### config.mk
export PLATFORM = sky130hd
export DESIGN_NAME = stu_operand_packer
export DESIGN_NICKNAME = d
export VERILOG_FILES = /design/src/rtl/stu_operand_packer_pkg.sv /design/src/rtl/stu_pack_acc.sv /design/src/rtl/stu_operand_packer.sv
export SDC_FILE = /design/constraint.sdc
export NUM_CORES = 1
export LEC_CHECK = 0
export CORE_MARGIN = 5
export CORE_UTILIZATION = 30
export CTS_CLUSTER_SIZE = 16
export DETAILED_ROUTE_END_ITERATION = 16
export PLACE_DENSITY_LB_ADDON = 0.15
export SYNTH_ARGS = -nofsm -noshare
export SYNTH_HDL_FRONTEND = slang
export SYNTH_SLANG_ARGS = --single-unit
### constraint.sdc
create_clock -name clk_i -period 2.9 [get_ports clk_i]
set_clock_uncertainty 0.2 [all_clocks]
set_input_delay 0.58 -clock clk_i [delete_from_list [all_inputs] [get_ports clk_i]]
set_output_delay 0.58 -clock clk_i [all_outputs]
set_load 0.05 [all_outputs]
### src/rtl/stu_operand_packer_pkg.sv
// Shared types for the store-operand packer.
// Default geometry mirrors the vector unit: two 64-bit ELEN slots per packed word.
package stu_operand_packer_pkg;

  localparam int unsigned Nr_SIMD = 2;
  localparam int unsigned ELEN    = 64;

  typedef logic [ELEN-1:0]         elen_t;
  typedef logic [Nr_SIMD*ELEN-1:0] elen_simd_t;
  typedef logic [Nr_SIMD-1:0]      stu_pack_slot_mask_t;

  // Packed word as handed to the store unit
  typedef struct packed {
    elen_simd_t          data;
    stu_pack_slot_mask_t mask;
    logic                last;
  } stu_pack_word_t;

endpackage

### src/rtl/stu_pack_acc.sv
// Slot counter plus data/mask accumulator for the store-operand packer.
// A closing beat either clears the accumulator (group moved on) or, when
// 'keep' is high, freezes the completed group in place until 'flush'.
// Under STU_PACK_DBUF_EN the closing group is also exposed combinationally
// so the top can move it into its output register on the closing cycle.
module stu_pack_acc
  import stu_operand_packer_pkg::*;
#(
  parameter int unsigned NrSimd = Nr_SIMD,
  parameter int unsigned ElenW  = ELEN
) (
  input  logic                     clk,
  input  logic                     rst_n,
  input  logic                     beat_vld,
  input  logic [ElenW-1:0]         beat_data,
  input  logic                     beat_last,
  input  logic                     keep,
  input  logic                     flush,
  output logic [NrSimd*ElenW-1:0]  acc_data,
  output logic [NrSimd-1:0]        acc_mask,
  output logic                     acc_last,
  output logic                     acc_closed,
`ifdef STU_PACK_DBUF_EN
  output logic                     close,
  output logic [NrSimd*ElenW-1:0]  merged_data,
  output logic [NrSimd-1:0]        merged_mask,
`endif
  output logic                     cnt_nz
);

  localparam int unsigned CntW = $clog2(NrSimd);
  localparam logic [CntW-1:0] LastSlot = CntW'(NrSimd - 1);

  logic [CntW-1:0]         cnt_p0;
  logic [NrSimd*ElenW-1:0] data_p0;
  logic [NrSimd-1:0]       mask_p0;
  logic                    last_p0;
  logic                    closed_p0;

  logic [NrSimd*ElenW-1:0] nxt_data;
  logic [NrSimd-1:0]       nxt_mask;
  logic                    grp_close;

  // Current group with the incoming beat dropped into slot cnt
  always_comb begin
    nxt_data = data_p0;
    nxt_mask = mask_p0;
    nxt_data[ElenW*int'(cnt_p0) +: ElenW] = beat_data;
    nxt_mask[cnt_p0] = 1'b1;
  end

  assign grp_close = beat_vld && ((cnt_p0 == LastSlot) || beat_last);

  // ---- stage p0: accumulator ----
  always_ff @(posedge clk) begin
    if (!rst_n) begin
      cnt_p0    <= '0;
      data_p0   <= '0;
      mask_p0   <= '0;
      last_p0   <= 1'b0;
      closed_p0 <= 1'b0;
    end else if (flush) begin
      data_p0   <= '0;
      mask_p0   <= '0;
      last_p0   <= 1'b0;
      closed_p0 <= 1'b0;
    end else if (beat_vld) begin
      if (grp_close) begin
        cnt_p0 <= '0;
        if (keep) begin
          data_p0   <= nxt_data;
          mask_p0   <= nxt_mask;
          last_p0   <= beat_last;
          closed_p0 <= 1'b1;
        end else begin
          data_p0 <= '0;
          mask_p0 <= '0;
          last_p0 <= 1'b0;
        end
      end else begin
        cnt_p0  <= cnt_p0 + CntW'(1);
        data_p0 <= nxt_data;
        mask_p0 <= nxt_mask;
      end
    end
  end

  assign acc_data   = data_p0;
  assign acc_mask   = mask_p0;
  assign acc_last   = last_p0;
  assign acc_closed = closed_p0;
  assign cnt_nz     = (cnt_p0 != '0);

`ifdef STU_PACK_DBUF_EN
  assign close       = grp_close;
  assign merged_data = nxt_data;
  assign merged_mask = nxt_mask;
`endif

endmodule

### src/rtl/stu_operand_packer.sv
// Store-operand packer: gathers NrSimd ELEN beats into one packed word for the
// vector store unit, zero-padding a short final group and flagging live slots.
// Optional macro STU_PACK_DBUF_EN adds an output register behind the
// accumulator so beats keep flowing while a packed word waits.
module stu_operand_packer
  import stu_operand_packer_pkg::*;
#(
  parameter int unsigned NrSimd = Nr_SIMD,
  parameter int unsigned ElenW  = ELEN
) (
  input  logic                    clk_i,
  input  logic                    rst_ni,
  input  logic [ElenW-1:0]        in_operand_i,
  input  logic                    in_valid_i,
  input  logic                    in_last_i,
  output logic                    in_ready_o,
  output logic [NrSimd*ElenW-1:0] out_operand_o,
  output logic [NrSimd-1:0]       out_slot_mask_o,
  output logic                    out_last_o,
  output logic                    out_valid_o,
  input  logic                    out_ready_i,
  output logic                    busy_o
);

  logic                    beat_vld;
  logic                    keep;
  logic                    flush;
  logic [NrSimd*ElenW-1:0] acc_data;
  logic [NrSimd-1:0]       acc_mask;
  logic                    acc_last;
  logic                    acc_closed;
  logic                    cnt_nz;

  assign beat_vld = in_valid_i && in_ready_o;

`ifdef STU_PACK_DBUF_EN
  logic                    close;
  logic [NrSimd*ElenW-1:0] merged_data;
  logic [NrSimd-1:0]       merged_mask;
  logic                    move_ok;
  logic [NrSimd*ElenW-1:0] data_p1;
  logic [NrSimd-1:0]       mask_p1;
  logic                    last_p1;
  logic                    vld_p1;
`endif

  stu_pack_acc #(
    .NrSimd (NrSimd),
    .ElenW  (ElenW)
  ) u_acc (
    .clk         (clk_i),
    .rst_n       (rst_ni),
    .beat_vld    (beat_vld),
    .beat_data   (in_operand_i),
    .beat_last   (in_last_i),
    .keep        (keep),
    .flush       (flush),
    .acc_data    (acc_data),
    .acc_mask    (acc_mask),
    .acc_last    (acc_last),
    .acc_closed  (acc_closed),
`ifdef STU_PACK_DBUF_EN
    .close       (close),
    .merged_data (merged_data),
    .merged_mask (merged_mask),
`endif
    .cnt_nz      (cnt_nz)
  );

`ifdef STU_PACK_DBUF_EN
  // Output slot is free when empty or draining this cycle
  assign move_ok = !vld_p1 || out_ready_i;
  assign keep    = !move_ok;
  assign flush   = acc_closed && move_ok;

  // ---- stage p1: output register fed by held group or closing group ----
  always_ff @(posedge clk_i) begin
    if (!rst_ni) begin
      data_p1 <= '0;
      mask_p1 <= '0;
      last_p1 <= 1'b0;
      vld_p1  <= 1'b0;
    end else if (acc_closed && move_ok) begin
      data_p1 <= acc_data;
      mask_p1 <= acc_mask;
      last_p1 <= acc_last;
      vld_p1  <= 1'b1;
    end else if (close && move_ok) begin
      data_p1 <= merged_data;
      mask_p1 <= merged_mask;
      last_p1 <= in_last_i;
      vld_p1  <= 1'b1;
    end else if (vld_p1 && out_ready_i) begin
      data_p1 <= '0;
      mask_p1 <= '0;
      last_p1 <= 1'b0;
      vld_p1  <= 1'b0;
    end
  end

  assign out_operand_o   = data_p1;
  assign out_slot_mask_o = mask_p1;
  assign out_last_o      = last_p1;
  assign out_valid_o     = vld_p1;
  assign in_ready_o      = !acc_closed;
  assign busy_o          = cnt_nz || vld_p1 || acc_closed;
`else
  // Accumulator doubles as the output register: a closed group is the valid word
  assign keep            = 1'b1;
  assign flush           = acc_closed && out_ready_i;
  assign out_operand_o   = acc_data;
  assign out_slot_mask_o = acc_mask;
  assign out_last_o      = acc_last;
  assign out_valid_o     = acc_closed;
  assign in_ready_o      = !acc_closed;
  assign busy_o          = cnt_nz || acc_closed;
`endif

endmodule

==> qor.yml <==
worst_setup_path:
  crit_type: "flop to primary output"
  crit_fanout: 9
  worstSetupEndpointType: "primary output"
  startpoint_type: "flop"
  worst-endpoint-arrival_ns: 1.95
  worstPathRequired_ns: 2.12
yosys:
  ys_warn_count: 0
  syn_area_um2: 4660
  synth_seq_cells: 133
  synth_nets: 648
  synth.distinct_cells: 19
  synth_cells: 579
  postSynthAreaPerCell_um2: 8.04
  yosysSeqAreaShare_pct: 57.2
job:
  drv_cap: 0
detailed_routing:
  viasPerCell: 4.57
  drc: 0
  firstDrtPassIters: 7
  vias: 4433
  final_antenna_net_count: 0
  routed_wl_um: 14500
  wire_per_inst_um: 14.9
  drtIter0Drc: 214
clocking:
  cts_sinks: 133
  cts_tree: "done"
  cts.reportedPaths.clkPinSlew_ns: 0.06
  htreeDepth: 4
  cts_resized: 0
  cts_root_buffer: "clkbuf_16"
  cts_buffers: 17
  cts_setup_buffers: 0
  clk_path_buf_depth: 2
  holdBufCountCts: 0
  clkLatencyLatePin_ns: 0.41
power_and_ir_drop:
  powerDensity_nw_per_um2: 649
  finalPower_mw: 4.75
  leakage_nw: 2.57
  irDropWorstVdd_uv: 363
timing:
  fin_tns_setup_ns: 0
  tightestPinTransition_ns: 0.588
  final_hold_viol_count: 0
  slew-limit-headroom_pct: 60.7
  clock.fmax_ghz: 0.366
  period_share_pct: 94.2
  maxSlewViolCount: 0
  period_needed_ns: 2.73
  rsz0062_at_grt: "false"
  setup_viol: 0
grt:
  overflow: 0
  grt_max_degree: 51
  grt_use_total_pct: 15.8
  grt_first_pass_wirelength_um: 22800
  antenna_found_initial: 0
  grt_pass1_vias: 4405
final_layout:
  nNetsFinal: 839
  finalInstanceArea_um2: 7320
  final_common_cell: "nand2_1"
  diodes: 0
  seq_area_um2: 2660
  multi_input_area_um2: 1730
  fillCellCount: 1453
  syn_to_final_growth_pct: 57.3
  finalNonFillerCells: 971
  drive_above_1_share_pct: 5.87
  finish.utilization_pct: 48.2
  mostFrequentLayoutCells: "nand2_1, clkdlybuf4s50_1, dfxtp_1"
die:
  dieHeight_um: 135
  core-area_um2: 15200
  rows: 45
  dieArea_um2: 18100
  die_w_um: 135
  io-pin-count: 203
  start_util_pct: 30.6
place:
  globalplace.congestion: 0.796
  dp_hpwl_um: 10200
  io_buffers: 202
  place_area_um2: 6780
  dp.cells: 939
min_path:
  hold_path_class: "flop to flop"
status:
  status: "complete, no violations"
==> cell type report <==
cell class              count  share of cell area, %
repair buffers            214                   29.4
clock buffers              24                   6.71
flip-flops and latches    133                   36.4
well taps                 188                   3.21
inverters                   1                 0.0513
multi-input cells         403                   23.6
clock inverters             8                  0.683
==> layer usage <==
layer	routed length (um)	global-route usage [%]
met1	6250	18.7
met2	6740	25.3
met3	1270	7.53
met4	203	5.43
met5	0	0
==> flip-flops by register name, summed over array words and instances (netlist names) <==
signal and count:
u_acc.acc_data 128, u_acc.acc_mask 2, u_acc.acc_closed 1, u_acc.acc_last 1
u_acc.cnt_nz 1
==> synthesized netlist by cell type (all sizes together) <==
cell	instances	area share (%)
and3b	1	0.19
nor2	6	0.48
nand3b	1	0.16
mux2i	1	0.21
clkbuf	11	0.89
buf	31	5.0
dfxtp	133	57
nor3b	1	0.27
o21ai	1	0.11
or2	1	0.13
inv	1	0.081
or3b	1	0.19
nand2	258	21
nor2b	2	0.27
a22oi	1	0.16
a21oi	129	14
==> power breakdown <==
part	switching [mW]	internal [mW]
Combinational	0.549	0.301
Sequential	0.0470	1.91
Clock	0.768	1.18
Total	1.36	3.39
==> critical path, cell delays in order (launching register included) <==
cell,delay [ns]
dfxtp_1,0.53
or2_2,0.17
clkdlybuf4s50_1,0.84
==> final timing paths <==
kind	start	endpoint	slack, ns	cells after the start
min	u_acc.acc_data[104]	u_acc.acc_data[104]	0.25	2
min reg2reg	u_acc.acc_data[104]	u_acc.acc_data[104]	0.25	2
max reg2reg	u_acc.acc_closed	u_acc.acc_data[99]	1.10	4
max	u_acc.acc_closed	busy_o	0.17	2
==> stage by stage <==
stage          hold WS [ns]  setup slack, ns
3_5_place_dp          0.246            0.437
3_3_place_gp          0.242            0.508
2_1_floorplan         0.362             1.00
6_report              0.251            0.168
5_1_grt               0.270           0.0701
4_1_cts               0.254            0.123
==> kinds of logic after synthesis <==
logic type	synth area share, %
and+or+nand+nor	22.5
DFF	57.2
AOI/OAI and AO/OA	14.1
buffers and inverters	5.94
muxes	0.215
Power figures use the tool's default switching activity.
